==> src/rtl/conv_calc_sequencer.sv <==
// Sequences one convolution_calc instance through a layer pass: kernel load,
// padded raster walk with upstream pixel pull, adder drain, done pulse.
module conv_calc_sequencer #(
  parameter int unsigned RESOLUTIONS  = 5,
  parameter int unsigned XRES1        = 4,
  parameter int unsigned XRES2        = 12,
  parameter int unsigned XRES3        = 20,
  parameter int unsigned XRES4        = 28,
  parameter int unsigned XRES5        = 36,
  parameter int unsigned PAD          = 1,
  parameter int unsigned KX           = 3,
  parameter int unsigned KY           = 3,
  parameter int unsigned WIDTH        = 16,
  parameter int unsigned DRAIN_CYCLES = 8,
  parameter int unsigned CW           = 8
) (
  input  logic             clock,
  input  logic             clock_sreset,
  input  logic             start,
  input  logic [2:0]       xres_sel,
  output logic             busy,
  output logic             done,
  output logic             cfg_error,
  input  logic             kin_valid,
  output logic             kin_ready,
  input  logic [WIDTH-1:0] kin_data,
  input  logic             pix_valid,
  output logic             pix_ready,
  input  logic [WIDTH-1:0] pix_data,
  output logic [2:0]       xres_select,
  output logic             kernel_valid,
  output logic [WIDTH-1:0] kernel_data,
  output logic             data_shift,
  output logic             enable_calc,
  output logic [WIDTH-1:0] data
);

  typedef enum logic [2:0] {
    S_IDLE,
    S_KERNEL,
    S_FRAME,
    S_DRAIN,
    S_DONE
  } state_t;

  localparam logic [7:0] KLAST = 8'(KX * KY - 1);
  localparam logic [7:0] DLAST = 8'(DRAIN_CYCLES - 1);

  state_t           r_state;
  logic [CW-1:0]    r_x;
  logic [CW-1:0]    r_y;
  logic [7:0]       r_kcnt;
  logic [7:0]       r_dcnt;
  logic [2:0]       r_xres_select;
  logic             r_busy;
  logic             r_done;
  logic             r_cfg_error;
  logic             r_kernel_valid;
  logic [WIDTH-1:0] r_kernel_data;
  logic             r_data_shift;
  logic             r_enable_calc;
  logic [WIDTH-1:0] r_data;

  logic [CW-1:0]    w_p;
  logic [CW-1:0]    w_last;
  logic [CW-1:0]    w_hi;
  logic             w_interior;
  logic             w_sel_ok;
  logic             w_issue;

  function automatic logic [CW-1:0] f_padded(input logic [2:0] sel);
    case (sel)
      3'd0:    f_padded = CW'(XRES1 + 2 * PAD);
      3'd1:    f_padded = CW'(XRES2 + 2 * PAD);
      3'd2:    f_padded = CW'(XRES3 + 2 * PAD);
      3'd3:    f_padded = CW'(XRES4 + 2 * PAD);
      3'd4:    f_padded = CW'(XRES5 + 2 * PAD);
      default: f_padded = CW'(XRES1 + 2 * PAD);
    endcase
  endfunction

  always_comb begin
    w_p        = f_padded(r_xres_select);
    w_last     = w_p - CW'(1);
    w_hi       = w_p - CW'(PAD + 1);
    w_interior = (r_x >= CW'(PAD)) && (r_x <= w_hi) &&
                 (r_y >= CW'(PAD)) && (r_y <= w_hi);
    w_sel_ok   = {29'd0, xres_sel} < RESOLUTIONS;
    // Pad positions never wait on the upstream stream.
    w_issue    = (r_state == S_FRAME) && (!w_interior || pix_valid);
    kin_ready  = (r_state == S_KERNEL);
    pix_ready  = (r_state == S_FRAME) && w_interior;
  end

  always_ff @(posedge clock or posedge clock_sreset) begin
    if (clock_sreset) begin
      r_state        <= S_IDLE;
      r_x            <= '0;
      r_y            <= '0;
      r_kcnt         <= '0;
      r_dcnt         <= '0;
      r_xres_select  <= '0;
      r_busy         <= 1'b0;
      r_done         <= 1'b0;
      r_cfg_error    <= 1'b0;
      r_kernel_valid <= 1'b0;
      r_kernel_data  <= '0;
      r_data_shift   <= 1'b0;
      r_enable_calc  <= 1'b0;
      r_data         <= '0;
    end else begin
      r_kernel_valid <= 1'b0;
      r_data_shift   <= 1'b0;
      r_enable_calc  <= 1'b0;
      r_done         <= 1'b0;
      r_cfg_error    <= 1'b0;
      case (r_state)
        S_IDLE: begin
          if (start) begin
            if (w_sel_ok) begin
              r_xres_select <= xres_sel;
              r_x           <= '0;
              r_y           <= '0;
              r_kcnt        <= '0;
              r_dcnt        <= '0;
              r_busy        <= 1'b1;
              r_state       <= S_KERNEL;
            end else begin
              r_cfg_error <= 1'b1;
            end
          end
        end
        S_KERNEL: begin
          if (kin_valid) begin
            r_kernel_valid <= 1'b1;
            r_kernel_data  <= kin_data;
            r_kcnt         <= r_kcnt + 8'd1;
            if (r_kcnt == KLAST) r_state <= S_FRAME;
          end
        end
        S_FRAME: begin
          if (w_issue) begin
            r_data_shift  <= 1'b1;
            r_enable_calc <= w_interior;
            r_data        <= w_interior ? pix_data : '0;
            if (r_x == w_last) begin
              r_x <= '0;
              if (r_y == w_last) r_state <= S_DRAIN;
              else               r_y     <= r_y + CW'(1);
            end else begin
              r_x <= r_x + CW'(1);
            end
          end
        end
        S_DRAIN: begin
          if (r_dcnt == DLAST) r_state <= S_DONE;
          else                 r_dcnt  <= r_dcnt + 8'd1;
        end
        S_DONE: begin
          r_done  <= 1'b1;
          r_busy  <= 1'b0;
          r_state <= S_IDLE;
        end
        default: r_state <= S_IDLE;
      endcase
    end
  end

  assign busy         = r_busy;
  assign done         = r_done;
  assign cfg_error    = r_cfg_error;
  assign xres_select  = r_xres_select;
  assign kernel_valid = r_kernel_valid;
  assign kernel_data  = r_kernel_data;
  assign data_shift   = r_data_shift;
  assign enable_calc  = r_enable_calc;
  assign data         = r_data;

endmodule

==> config.mk <==
export PLATFORM = sky130hd
export DESIGN_NAME = conv_calc_sequencer
export DESIGN_NICKNAME = d
export VERILOG_FILES = /design/src/rtl/conv_calc_sequencer.sv
export SDC_FILE = /design/constraint.sdc
export NUM_CORES = 1
export LEC_CHECK = 0
export CAP_MARGIN = 20
export CORE_UTILIZATION = 46
export CTS_CLUSTER_SIZE = 20
export DETAILED_ROUTE_END_ITERATION = 10
export GPL_TIMING_DRIVEN = 0
export PLACE_DENSITY = 0.75
export SLEW_MARGIN = 0
export SYNTH_ARGS = -nofsm -noshare
export SYNTH_HDL_FRONTEND = slang
export SYNTH_SLANG_ARGS = --single-unit
==> constraint.sdc <==
create_clock -name clock -period 2.44 [get_ports clock]
set_input_delay 0.488 -clock clock [delete_from_list [all_inputs] [get_ports clock]]
set_output_delay 0.488 -clock clock [all_outputs]
set_load 0.02 [all_outputs]
### Yosys cells after proc, flatten, opt, wreduce, memory -nomap -nowiden

Cells that the tools add are included.

| word-level totals | value |
|---|---|
| register bits after elaboration | 76 |
| input bits | 40 |
| logic and storage cells | 105 |

| cells by class | value |
|---|---|
| add/sub/neg operators | 6 |
| magnitude comparators | 5 |
| equal/unequal tests | 22 |
| multiplexer cells | 37 |
| reductions and logical operators | 21 |

Operator list:

| cell | number |
|---|---|
| 8-bit 2-to-1 mux | 9 |
| 8-bit one-hot mux with 2 select lines | 4 |
| 8-bit by 1-bit adder with 8-bit output, second input constant | 4 |
| 3-bit 2-to-1 mux | 8 |
| 6-bit one-hot mux with 4 select lines | 1 |
| 8-bit == test | 2 |
| 8-bit by 1-bit greater-or-equal comparator with 1-bit output, second input constant | 2 |
| 8-bit <= comparator | 2 |
| 16-bit 2-to-1 mux | 1 |
| 2-bit inequality test, second input constant | 7 |
| 3-bit by 2-bit == test with 1-bit output, second input constant | 4 |
| 1-bit 2-to-1 mux | 12 |
| 3-bit one-hot mux with 4 select lines | 1 |
| 4-bit AND reduction | 3 |
| 8-bit by 3-bit == test with 1-bit output, second input constant | 1 |
| 8-bit by 4-bit == test with 1-bit output, second input constant | 1 |
| 8-bit AND reduction | 1 |
| 2-bit nonzero test | 4 |
| 8-bit by 1-bit subtractor with 8-bit output, second input constant | 1 |
| 8-bit by 2-bit subtractor with 8-bit output, second input constant | 1 |
| 3-bit by 1-bit == test with 1-bit output, second input constant | 2 |
| 3-bit == test, second input constant | 2 |
| 2-bit by 1-bit inequality test with 1-bit output, second input constant | 3 |
| 3-bit AND reduction | 2 |
| other kinds (8) | 13 |

### Depth between registers and ports, before layout

| logic depth | value |
|---|---|
| depth in word-level cells | 12 |
| mapped depth | 11 |

### Least setup slack after synthesis

OpenSTA, ideal clock, no wires.

| timing path | value |
|---|---|
| path type | reg2reg |
| from | register r_xres_select[0] (netlist: xres_select[0]) |
| to | register r_data[0] (netlist: data[0]) |
| setup time | 0.066 ns |
| data arrival time | 2.691 ns |
| path slack | -0.316 ns |
| stages on the path, launching flop included | 12 |
| path buffers | 2 |
| cell sequence | dfrtp_1 -> nor2_1 -> nand2_1 -> ha_1 -> a2111oi_0 -> o21ai_0 -> a22o_4 -> nor3_2 -> and2_1 -> buf_4 -> buf_4 -> a22o_1 |

| on the way | value |
|---|---|
| cells in the longest elaborated chain, start to end | 11 |

Ends and longest elaborated chain:

| element | line | source |
|---|---|---|
| start: declaration | 54 | `logic [2:0] r_xres_select;` |
| start signal: assignment | 121 | `r_xres_select <= xres_sel;` |
| 3-bit == test (tied with other cells) | 72 | `case (sel)` |
| 6-bit one-hot mux with 4 select lines (*) | 72 |  |
| 8-bit by 2-bit subtractor with 8-bit output (*) | 85 | `w_hi = w_p - CW'(PAD + 1);` |
| 8-bit <= comparator | 86 | `w_interior = (r_x >= CW'(PAD)) && (r_x <= w_hi) &&` |
| 1-bit logical AND (2 in a row) | 86 |  |
| 1-bit logical AND (*) | 87 | `(r_y >= CW'(PAD)) && (r_y <= w_hi);` |
| 1-bit zero test | 90 | `w_issue = (r_state == S_FRAME) && (!w_interior \|\| pix_valid);` |
| 1-bit logical OR | 90 |  |
| 1-bit logical AND | 90 |  |
| 2-bit AND reduction (no line) | -- |  |
| end signal: assignment | 145 | `r_data <= w_interior ? pix_data : '0;` |
| end: declaration | 62 | `logic [WIDTH-1:0] r_data;` |

Mark *: on every way between the ends. The rest lies on a longest branch, timed or not.
A chain may end at the register's enable or synchronous reset.

### Final worst setup path

| timing path | value |
|---|---|
| from | register r_xres_select[0] (netlist: xres_select[0]) |
| to | output pix_ready |

| on the way | value |
|---|---|
| cells in the longest elaborated chain, start to end | 8 |

Ends and longest elaborated chain:

| element | line | source |
|---|---|---|
| 3-bit == test (tied with other cells) | 72 |  |
| 6-bit one-hot mux with 4 select lines (*) | 72 |  |
| 8-bit by 2-bit subtractor with 8-bit output (*) | 85 |  |
| 8-bit <= comparator | 86 |  |
| 1-bit logical AND (2 in a row) | 86 |  |
| 1-bit logical AND (*) | 87 |  |
| 1-bit logical AND (*) | 92 | `pix_ready = (r_state == S_FRAME) && w_interior;` |
| end: declaration | 28 | `output logic pix_ready,` |

Marked as above.

==> impl_metrics.sql <==
INSERT INTO impl_metrics (metric_group, metric, value, unit) VALUES
('timing', 'rsz0062_at_grt', 'yes', ''),
('yosys', 'ys_ff_latch', '76', ''),
('critical_path', 'critical_path.n_buffers_inverters', '1', ''),
('timing', 'setup_viol', '31', ''),
('critical_path', 'start_kind', 'register', ''),
('critical_path', 'cp.required', '1950', 'ps'),
('final_layout', 'nNetsFinal', '543', ''),
('floorplan', 'num_rows', '32', ''),
('yosys', 'number_of_enable_flip_flop_cells_after_synthesis', '0', ''),
('power', 'clkPwrFrac', '0.406', ''),
('final_layout', 'seq_area', '1910', 'sq um'),
('final_layout', 'post_layout_nonfiller_instances', '591', ''),
('clock_network', 'cts_root_buf', 'sky130_fd_sc_hd__clkbuf_8', ''),
('detailed_routing', 'final_antenna_net_count', '0', ''),
('floorplan', 'boundaryPins', '83', ''),
('clock_network', 'max-clock-path-buffers', '2', ''),
('place', 'placed_cells_incl_taps', '559', ''),
('final_layout', 'syn2layout_area_growth', '40.6', '%'),
('timing', 'final_min_period_over_clock_period', '1.11', ''),
('grt', 'grt_util_all_layers', '0.235', ''),
('flow_run', 'cap_violations', '0', ''),
('power', 'cell_internal_pwr', '1.80', 'mW'),
('timing', 'slew_violations', '0', ''),
('critical_path', 'worstPathArrival', '2230', 'ps'),
('detailed_routing', 'initialDrtViolationCount', '126', ''),
('power', 'total_switching_power', '0.551', 'mW'),
('timing', 'tightest_slew', '899', 'ps'),
('detailed_routing', 'drt_pre_antenna_iters', '4', ''),
('outcome', 'failed_checks', 'setup timing', ''),
('power', 'seqPwrFrac', '0.541', ''),
('yosys', 'syn_nets', '432', ''),
('timing', 'timing.final.crit_period', '2720', 'ps'),
('clock_network', 'insertion_delay', '360', 'ps'),
('critical_path', 'end_kind', 'output pin', ''),
('critical_path', 'gate_family_responsible_for_the_most_delay_along_the_worst_path', 'compound AO/OA/AOI/OAI gates', ''),
('detailed_routing', 'routed_wl', '9.60', 'mm'),
('floorplan', 'start_util', '0.481', ''),
('detailed_routing', 'detail_route.drc_violations', '0', ''),
('yosys', 'mappedNetlistArea', '3750', 'sq um'),
('yosys', 'sequential_area_share_after_synthesis', '0.506', ''),
('floorplan', 'die_outline_area', '8530', 'sq um'),
('critical_path', 'timing.critical_path.fanout_max', '3', ''),
('detailed_routing', 'route.vias.total', '3257', ''),
('timing', 'finClkSkew', '12.0', 'ps'),
('floorplan', 'die_height', '92.3', 'um'),
('power', 'power_switching_share', '0.234', ''),
('critical_path', 'worst-setup-path-type', 'register to output pin', ''),
('place', 'io_buffer_count', '82', ''),
('yosys', 'synth_flop_cell', 'sky130_fd_sc_hd__dfrtp_1', ''),
('detailed_routing', 'drt-wirelength-per-cell', '16.2', 'um'),
('timing', 'finalWorstSetupSlack', '-279', 'ps'),
('grt', 'number_of_global_route_vias_before_repair', '3203', ''),
('clock_network', 'clk_pin_slew_worst_paths', '90', 'ps'),
('floorplan', 'chipWidth', '92.3', 'um'),
('critical_path', 'r2r_start', 'xres_select[2]', ''),
('yosys', 'synth.yosys.warnings', '0', ''),
('timing', 'hold_violations', '0', ''),
('grt', 'grt_first_pass_wirelength', '15.6', 'mm'),
('grt', 'grt.overflow.total', '0', ''),
('clock_network', 'htree_num_levels', '3', ''),
('clock_network', 'tritoncts', 'built', ''),
('power', 'power_density', '446', 'nW/um^2'),
('power', 'power.static_leakage', '2.34', 'nW'),
('timing', 'achievable-frequency', '0.368', 'GHz'),
('critical_path', 'crit_path_start', 'xres_select[0]', ''),
('final_layout', 'layout-drive-gt1-share', '0.174', ''),
('yosys', 'yosysUniqueCellTypes', '58', ''),
('grt', 'grt_max_degree', '55', ''),
('outcome', 'status', 'complete, but fails checks', ''),
('final_layout', 'antenna_cells', '0', ''),
('yosys', 'async_set_reset_flop_share_out_of_synthesis', '1.00', '');
## layout by cell type (no fill, tap or decap), types with 4 or more instances in the layout
| master | instances |
|---|---|
| sky130_fd_sc_hd__clkdlybuf4s50_1 | 81 |
| sky130_fd_sc_hd__nand2_1 | 80 |
| sky130_fd_sc_hd__dfrtp_1 | 73 |
| sky130_fd_sc_hd__nor2_1 | 21 |
| sky130_fd_sc_hd__nand3_1 | 20 |
| sky130_fd_sc_hd__a22o_1 | 17 |
| sky130_fd_sc_hd__buf_6 | 16 |
| sky130_fd_sc_hd__ha_1 | 15 |
| sky130_fd_sc_hd__o21ai_0 | 11 |
| sky130_fd_sc_hd__inv_1 | 9 |
| sky130_fd_sc_hd__clkbuf_8 | 9 |
| sky130_fd_sc_hd__buf_4 | 8 |
| sky130_fd_sc_hd__a21oi_1 | 7 |
| sky130_fd_sc_hd__xor2_1 | 7 |
| sky130_fd_sc_hd__o21ai_2 | 5 |
| sky130_fd_sc_hd__o31ai_1 | 5 |
| sky130_fd_sc_hd__or4_1 | 5 |
| sky130_fd_sc_hd__buf_2 | 4 |
| sky130_fd_sc_hd__nand4_1 | 4 |
| sky130_fd_sc_hd__and3_1 | 4 |
| sky130_fd_sc_hd__and2_1 | 4 |
## what timing repair did
action | 4_1_cts | 5_1_grt
pin swaps | 20 | 16
gates cloned | 1 | 0
endpoints found under the setup margin | 36 | 36
setup buffers | 12 | 4
resized for setup | 33 | 19
## per-stage QoR
step	util	setup WS [ps]	power [mW]	hold WS (ps)	TNS (ps)
after floorplan	-	-161	1.33	463	-3430
after global placement	0.605	-1480	1.41	458	-103080
after detailed placement	0.609	-802	1.42	465	-13400
after CTS	0.662	-274	2.37	437	-1300
after global routing	0.676	-376	2.44	444	-5520
final	0.676	-279	2.35	432	-2130
## cell usage after synthesis (3+ instances only)
library cell / number / area, sq um
sky130_fd_sc_hd__ha_1: 18 / 225
sky130_fd_sc_hd__dfrtp_1: 76 / 1900
sky130_fd_sc_hd__buf_2: 5 / 25.0
sky130_fd_sc_hd__nor3_1: 4 / 20.0
sky130_fd_sc_hd__nor4b_1: 3 / 26.3
sky130_fd_sc_hd__o21ai_0: 14 / 70.1
sky130_fd_sc_hd__and3_1: 4 / 25.0
sky130_fd_sc_hd__or4_1: 5 / 37.5
sky130_fd_sc_hd__a22o_1: 17 / 149
sky130_fd_sc_hd__o31ai_1: 7 / 52.6
sky130_fd_sc_hd__nor2_1: 23 / 86.3
sky130_fd_sc_hd__nand3_1: 20 / 100
sky130_fd_sc_hd__nand2b_1: 4 / 25.0
sky130_fd_sc_hd__nand4_1: 4 / 25.0
sky130_fd_sc_hd__buf_6: 3 / 33.8
sky130_fd_sc_hd__clkbuf_1: 3 / 11.3
sky130_fd_sc_hd__o21ai_1: 5 / 25.0
sky130_fd_sc_hd__and2_1: 4 / 25.0
sky130_fd_sc_hd__inv_1: 11 / 41.3
sky130_fd_sc_hd__xor2_1: 7 / 61.3
sky130_fd_sc_hd__nand2_1: 82 / 308
sky130_fd_sc_hd__a21oi_1: 8 / 40.0
sky130_fd_sc_hd__xnor2_1: 3 / 26.3
sky130_fd_sc_hd__nor4_1: 3 / 18.8
## metal layers
metal	up-vias	global-route usage	part of all wire
met2	86	0.378	0.49
met3	29	0.0501	0.040
li1	1542	-	-
met1	1600	0.296	0.43
met4	0	0.126	0.040
met5	-	0	0
## power by group through the flow
stage | logic [mW] | registers, mW | clock network, mW
final | 0.123 | 1.27 | 0.956
after global routing | 0.136 | 1.27 | 1.02
after CTS | 0.122 | 1.27 | 0.975
after detailed placement | 0.119 | 1.30 | 0
after global placement | 0.110 | 1.30 | 0
after floorplan | 0.0352 | 1.29 | 0
## path summary, 6_finish.rpt
kind | endpoint | slack, ps | cells past startpoint
hold / removal | data[6] | 430 | 2
hold reg to reg | kernel_data[7] | 480 | 2
setup reg to reg | r_y[6] | -140 | 10
setup / recovery | pix_ready | -280 | 8
min in group clock | kernel_data[7] | 480 | 2
max in group asynchronous | xres_select[0] | 1430 | 3
## state kept, by name (all words and copies together), names as in the netlist, 3 cells and up
name         count
r_dcnt           8
r_y              8
xres_select      3
r_x              8
data            16
r_kcnt           8
kernel_data     16
r_state          3
## area by class of cell
| class | count | share of cell area |
|---|---|---|
| sequential | 76 | 0.361 |
| timing repair buffer | 100 | 0.192 |
| tap | 102 | 0.0242 |
| clock inverter | 6 | 0.0121 |
| clock buffer | 9 | 0.0235 |
| inverter | 11 | 0.00830 |
| multi-input combinational | 272 | 0.359 |
| buffer | 15 | 0.0201 |
## worst register-to-register path: stages, from the launching register on
cell and delay, ps:
sky130_fd_sc_hd__dfrtp_2 440, sky130_fd_sc_hd__nand2b_1 180, sky130_fd_sc_hd__ha_1 320, sky130_fd_sc_hd__and4bb_1 220, sky130_fd_sc_hd__nand4_1 120, sky130_fd_sc_hd__a22o_4 160, sky130_fd_sc_hd__buf_6 120, sky130_fd_sc_hd__o31ai_4 70
sky130_fd_sc_hd__buf_6 200, sky130_fd_sc_hd__or4_1 480, sky130_fd_sc_hd__a21oi_1 180
## cells by family (layout without fill, tap and decap cells)
kind of cell	count (synthesis)	after routing	synth area share
flops	76	76	0.506
xor+xnor	10	10	0.0233
fa+ha+maj	18	18	0.0600
compound gates	67	67	0.139
buf+inv	26	141	0.0357
simple gates	175	175	0.230
mux	2	2	0.00566
Power figures use the tool's default switching activity.
